[config.mk]
export PLATFORM = sky130hd
export DESIGN_NAME = sfp_div_seq
export DESIGN_NICKNAME = d
export VERILOG_FILES = /design/src/rtl/sfp_div_seq.sv
export SDC_FILE = /design/constraint.sdc
export NUM_CORES = 1
export LEC_CHECK = 0
export CORE_MARGIN = 2
export CORE_UTILIZATION = 32
export DETAILED_ROUTE_END_ITERATION = 8
export PLACE_DENSITY_LB_ADDON = 0.2
export SYNTH_ARGS = -nofsm -noshare
export SYNTH_HDL_FRONTEND = slang
export SYNTH_SLANG_ARGS = --single-unit
[constraint.sdc]
create_clock -name clk_i -period 3.6 [get_ports clk_i]
set_input_delay 0.9 -clock clk_i [delete_from_list [all_inputs] [get_ports clk_i]]
set_output_delay 0.9 -clock clk_i [all_outputs]
set_load 0.1 [all_outputs]
[src/rtl/sfp_div_seq.sv]
// Sequential signed fixed-point divider (IW.QW / IW.QW -> IW.QW).
// Unsigned restoring division on magnitudes, one quotient bit per cycle,
// followed by sign application and saturation. Divide-by-zero is flagged
// and returns the saturated value matching the dividend's sign.
module sfp_div_seq #(
  parameter int unsigned IW = 8,
  parameter int unsigned QW = 8
) (
  input  logic                 clk_i,
  input  logic                 rst_ni,
  input  logic                 in_valid_i,
  output logic                 in_ready_o,
  input  logic [IW+QW-1:0]     a_i,
  input  logic [IW+QW-1:0]     b_i,
  output logic                 out_valid_o,
  input  logic                 out_ready_i,
  output logic [IW+QW-1:0]     q_o,
  output logic                 dbz_o,
  output logic                 ovf_o
);

  localparam int unsigned WL = IW + QW;
  localparam int unsigned N  = WL + QW;
  localparam int unsigned CW = $clog2(N + 1);

  localparam logic [1:0] IDLE = 2'd0;
  localparam logic [1:0] CALC = 2'd1;
  localparam logic [1:0] DONE = 2'd2;

  localparam logic [WL-1:0] QMAX = {1'b0, {(WL-1){1'b1}}};
  localparam logic [WL-1:0] QMIN = {1'b1, {(WL-1){1'b0}}};

  logic [1:0]    state_q;
  logic          sign_q;
  logic          dbz_q;
  logic [N-1:0]  dvd_q;
  logic [WL-1:0] dvs_q;
  logic [WL-1:0] rem_q;
  logic [N-1:0]  quo_q;
  logic [CW-1:0] cnt_q;

  logic [WL-1:0] a_mag;
  logic [WL-1:0] b_mag;
  logic [WL:0]   rem_shift;
  logic          rem_ge;
  logic [WL-1:0] rem_next;
  logic          accept;
  logic          pos_ovf;
  logic          neg_ovf;

  // Two's-complement magnitude; the most negative value maps to 2^(WL-1) unsigned.
  assign a_mag = a_i[WL-1] ? (~a_i + 1'b1) : a_i;
  assign b_mag = b_i[WL-1] ? (~b_i + 1'b1) : b_i;

  // Remainder stays below the divisor (<= 2^(WL-1)), so WL bits hold it after subtraction.
  assign rem_shift = {rem_q, dvd_q[N-1]};
  assign rem_ge    = rem_shift >= {1'b0, dvs_q};
  assign rem_next  = rem_ge ? (rem_shift[WL-1:0] - dvs_q) : rem_shift[WL-1:0];

  assign accept     = (state_q == IDLE) && in_valid_i;
  assign in_ready_o = (state_q == IDLE);

  assign pos_ovf = quo_q > {{QW{1'b0}}, QMAX};
  assign neg_ovf = quo_q > {{QW{1'b0}}, QMIN};

  // Control FSM and restoring-division datapath.
  always_ff @(posedge clk_i or negedge rst_ni) begin
    if (!rst_ni) begin
      state_q <= IDLE;
      sign_q  <= 1'b0;
      dbz_q   <= 1'b0;
      dvd_q   <= '0;
      dvs_q   <= '0;
      rem_q   <= '0;
      quo_q   <= '0;
      cnt_q   <= '0;
    end else begin
      unique case (state_q)
        IDLE: begin
          if (accept) begin
            sign_q  <= a_i[WL-1] ^ b_i[WL-1];
            dbz_q   <= (b_i == '0);
            dvd_q   <= {a_mag, {QW{1'b0}}};
            dvs_q   <= b_mag;
            rem_q   <= '0;
            quo_q   <= '0;
            cnt_q   <= '0;
            state_q <= CALC;
          end
        end
        CALC: begin
          // A zero divisor spends a single cycle here before reporting.
          if (dbz_q) begin
            state_q <= DONE;
          end else begin
            dvd_q <= dvd_q << 1;
            rem_q <= rem_next;
            quo_q <= {quo_q[N-2:0], rem_ge};
            cnt_q <= cnt_q + 1'b1;
            if (cnt_q == CW'(N - 1)) begin
              state_q <= DONE;
            end
          end
        end
        DONE: begin
          if (out_ready_i) begin
            state_q <= IDLE;
          end
        end
        default: state_q <= IDLE;
      endcase
    end
  end

  // Result formatting: sign application, saturation and zeroing outside DONE.
  always_comb begin
    out_valid_o = (state_q == DONE);
    q_o         = '0;
    dbz_o       = 1'b0;
    ovf_o       = 1'b0;
    if (state_q == DONE) begin
      if (dbz_q) begin
        dbz_o = 1'b1;
        q_o   = sign_q ? QMIN : QMAX;
      end else if (sign_q) begin
        if (neg_ovf) begin
          q_o   = QMIN;
          ovf_o = 1'b1;
        end else begin
          q_o = ~quo_q[WL-1:0] + 1'b1;
        end
      end else begin
        if (pos_ovf) begin
          q_o   = QMAX;
          ovf_o = 1'b1;
        end else begin
          q_o = quo_q[WL-1:0];
        end
      end
    end
  end

endmodule

Word-level counts from Yosys, hierarchy flattened
Index checks and enable logic that the tools add are counted.
{ "word_totals": {"ff_bits": 89, "input_bits": 36} }
{ "op_classes": {"add_sub_neg": 5, "order_cmp": 3, "eq_ne": 7, "muxes": 33, "n_bitwise": 4, "n_reduce_logical": 7} }
{ "op_table": {"columns": ["op", "count"], "rows": [
  ["$mux W16", 11],
  ["$mux W24", 4],
  ["$pmux W24 S2", 2],
  ["$add A16 B1 Y16 const B", 3],
  ["$not A16 Y16", 3],
  ["$pmux W16 S2", 1],
  ["$gt A24 B15 Y1 const B", 1],
  ["$gt A24 B16 Y1 const B", 1],
  ["$ge A17 B16 Y1", 1],
  ["$logic_not A16 Y1", 1],
  ["$sub A16 B16 Y16", 1],
  ["$mux W5", 2],
  ["$pmux W5 S2", 1],
  ["$mux W2", 4],
  ["$mux W1", 7],
  ["$pmux W2 S3", 1],
  ["$reduce_and A3 Y1", 2],
  ["$add A5 B1 Y5 const B", 1],
  ["$eq A5 B5 Y1 const B", 1],
  ["$ne A2 B1 Y1 const B", 2],
  ["$ne A3 B3 Y1 const B", 1],
  ["$eq A2 B1 Y1 const B", 1],
  ["$eq A2 B2 Y1 const B", 1],
  ["$logic_not A2 Y1", 1],
  ["5 further kinds", 5]
]} }

Depth between registers and ports, before layout
{ "depth": {"depth_word": 6, "depth_mapped": 10} }

Worst setup path after synthesis
Ideal clock, no wire load.
{ "synth_path": {"path_kind": "reg2out", "start": "register quo_q[1]", "end": "output q_o[15]", "arrival_time_ps": 4154, "path_slack_ps": -1454, "stages_incl_launch_ff": 8, "n_path_buf": 0, "path_cell_list": "dfrtp_1 -> or4_4 -> nor3_4 -> nand3b_2 -> or3_4 -> nor3b_2 -> xor2_1 -> a311oi_1"} }
{ "synth_via": {"elab_chain_len": 6, "elab_cells_between_ends": 9} }
{ "synth_lines": {"columns": ["item", "line", "rtl"], "rows": [
  ["start: declaration", "39", "logic [N-1:0] quo_q;"],
  ["start signal: assignment", "98", "quo_q <= {quo_q[N-2:0], rem_ge};"],
  ["$not A16 Y16", "130", "q_o = ~quo_q[WL-1:0] + 1'b1;"],
  ["$add A16 B1 Y16", "130", null],
  ["$mux W16", "126", "if (neg_ovf) begin"],
  ["$mux W16 (*)", "125", "end else if (sign_q) begin"],
  ["$mux W16 (*)", "122", "if (dbz_q) begin"],
  ["$mux W16 (*)", "121", "if (state_q == DONE) begin"],
  ["end: declaration", "17", "output logic [IW+QW-1:0] q_o,"]
]} }
Mark *: on every way between the ends. The rest lies on a longest branch, timed or not.

Final worst setup path
Same ends and word-level chain as after synthesis.

==> results.py <==
metrics = {
    "finish": {
        "final_area_mm2": 0.00677,
        "layout_commonest_cell": "dfrtp_1",
        "final_net_count": 721,
        "nFillCells": 1595,
        "multi_input_area_mm2": 0.00314,
        "antenna_cells": 0,
        "drive_gt1_share_pct": 15.1,
        "area_delta_synth_final_pct": 28.5,
        "fin_cells": 885,
        "register_area_mm2": 0.00203,
        "final_cell_mix": "80 x dfrtp_1, 74 x nand2_1, 52 x o21ai_0",
        "final_util_pct": 42.3,
    },
    "synth": {
        "synth_cell_types": 64,
        "synthArstFlopShare_pct": 100,
        "synth-seq-cells": 81,
        "ys_seq_area_share_pct": 38.5,
        "synth_top_area_share_pct": 38.5,
        "synth_nets": 662,
        "synth-edff-count": 0,
        "avgSynthCellArea_um2": 8.70,
        "syn-instance-count": 605,
        "dominantRegCellSynth": "dfrtp_1",
        "yosysTopAreaCell": "dfrtp_1",
        "synth_area_mm2": 0.00526,
        "synth_area_leaders": "dfrtp_1 39%, nand2_1 5.3%, o21ai_0 5.0%",
        "yosysWarnings": 0,
    },
    "route": {
        "drtPass1Iterations": 4,
        "via_per_inst": 5.18,
        "wl_mm": 13.5,
        "first_iter_violations": 312,
        "wl_per_cell_um": 15.3,
        "drtAntennaViolNets": 0,
        "num_vias": 4584,
        "drc": 0,
    },
    "timing": {
        "final-setup-viol-count": 2,
        "hold_violations": 0,
        "final.min_clock_period_ps": 3650,
        "fmax_mhz": 274,
        "finalCritPeriodShare_pct": 101,
        "timing.final.ws_setup_ps": -49.2,
        "relSlewSlack_pct": 31.8,
        "holdWs_ps": 478,
        "worstMarginPinSlew_ps": 1020,
        "slew_violations": 0,
        "finClkSkew_ps": 8.59,
        "rsz0062_at_grt": "yes",
        "fin_setup_tns_ps": -67.2,
    },
    "place": {
        "placed_cells": 860,
        "gp_congestion": 0.865,
        "port_buffers": 55,
        "place_hpwl_mm": 9.88,
        "place_area_mm2": 0.00630,
        "dp_slack_ps": 180,
    },
    "setup_path": {
        "reg2reg_depth": 8,
        "cp_cell_sequence": "or4_4 > nor3_4 > nand3b_4 > or3_4 > nor3b_2 > xor2_1 > a311oi_2 > buf_12",
        "startpoint_type": "flop",
        "crit_family": "simple AND/OR/NAND/NOR gates",
        "critPathRequiredTime_ps": 2700,
        "cpPeakStageDelay_ps": 560,
        "worst-setup-path-type": "flop to primary output",
        "critPathMaxFanout": 3,
        "cp.arrival_ps": 2750,
        "worst_path_max_delay_cell": "or4_4",
        "critPathCaptureType": "primary output",
        "r2r_end": "rem_q[8]",
        "cp.buffers_inverters": 1,
        "r2r_start": "rem_q[10]",
        "r2r_slack_ps": 910,
    },
    "clocking": {
        "cts.sinks": 81,
        "cts_root_buf": "clkbuf_16",
        "cts-buffers-inserted": 9,
        "htreeDepth": 3,
        "clk_pin_slew_worst_paths_ps": 60,
        "cts_tree": "yes",
        "cts_buffer_depth": 2,
        "clock_latency_ps": 340,
        "postCtsHoldBufs": 0,
    },
    "hold_path": {
        "worstHoldPathType": "flop to flop",
        "hold_depth": 2,
        "min_to": "dvs_q[5]",
        "hold_start": "dvs_q[5]",
    },
    "pwr": {
        "power.density_mw_per_mm2": 969,
        "total_power_mw": 6.56,
        "irDropWorstVdd_mv": 0.342,
        "p_leak_nw": 2.87,
    },
    "die": {
        "rows": 46,
        "die_height_um": 132,
        "start_util_pct": 32.9,
        "io_pins": 56,
        "die_w_um": 132,
        "die-area_mm2": 0.0175,
        "core_mm2": 0.0160,
    },
    "global_route": {
        "track_usage_pct": 16.0,
        "antenna_found_initial": 0,
        "grt_pass1_wl_mm": 22.9,
        "grt_pass1_vias": 4654,
        "grt_max_degree": 82,
        "grt_overflow": 0,
    },
    "status": {
        "violations": "setup timing",
        "status": "finished with violations",
    },
    "job": {
        "max_cap_violations": 0,
    },
}
registers in the layout, indices dropped and copies added, names as in the netlist:
| signal | cells |
|---|---|
| rem_q | 16 |
| dbz_q | 1 |
| sign_q | 1 |
| quo_q | 24 |
| dvd_q | 16 |
| state_q | 2 |
| dvs_q | 16 |
| cnt_q | 5 |
worst max path at each step:
stage	startpoint	end	slack (ps)	cells past startpoint
finish	quo_q[1]	q_o[15]	-50	8
global route	quo_q[2]	q_o[15]	-150	8
CTS	quo_q[0]	q_o[15]	-80	8
detailed placement	quo_q[0]	q_o[10]	180	10
global placement	quo_q[1]	q_o[15]	260	8
floorplan	quo_q[1]	q_o[15]	-500	7
area by class of cell:
| class | instances | area share [%] |
|---|---|---|
| clock inverter | 5 | 1.15 |
| sequential | 81 | 30.0 |
| tap | 216 | 3.99 |
| inverter | 30 | 1.72 |
| multi-input combinational | 463 | 46.4 |
| timing repair buffer | 79 | 13.0 |
| clock buffer | 11 | 3.74 |
cell usage after synthesis (8+ instances only):
master	n
dfrtp_1	81
nor2_1	38
clkbuf_1	25
a21o_1	13
nand3_1	16
xor2_1	30
ha_1	20
inv_1	29
a21oi_1	35
o21ai_1	21
or3_1	8
nand2_1	75
nor4_1	8
o21ai_0	53
a22o_1	24
o31ai_1	8
xnor2_1	14
mux2i_1	10
a32oi_1	8
worst min-delay path, cell delays in order, from the launching register on:
cell,delay (ps)
dfrtp_1,340
nand2_1,50
o21ai_0,60
power breakdown:
part / total (mW) / internal, mW / switching [mW]
clock network: 1.01 / 0.643 / 0.370
logic: 3.82 / 1.61 / 2.21
registers: 1.73 / 1.36 / 0.369
total: 6.56 / 3.61 / 2.95
cells by family (layout without fill, tap and decap cells):
family	Yosys count	after routing	synth area share [%]
AO/OA/AOI/OAI	202	202	24.8
XOR/XNOR	44	44	7.32
adder cells (fa/ha/maj)	21	21	5.13
buffers and inverters	61	125	4.99
flip-flops	81	81	38.5
multiplexers	10	10	1.90
AND/OR/NAND/NOR	186	186	17.3
metal layers:
| metal | routed length, um | track usage (%) |
|---|---|---|
| met5 | 0 | 0 |
| met4 | 177 | 5.08 |
| met3 | 423 | 2.73 |
| met2 | 6420 | 26.8 |
| met1 | 6490 | 21.0 |
what timing repair did:
item	in CTS	in global routing
endpoints found under the setup margin	15	15
resized for setup	6	9
buffers inserted	7	2
pin swaps	3	1
gates cloned	0	0
No activity file was read; power rests on OpenSTA's default activity.
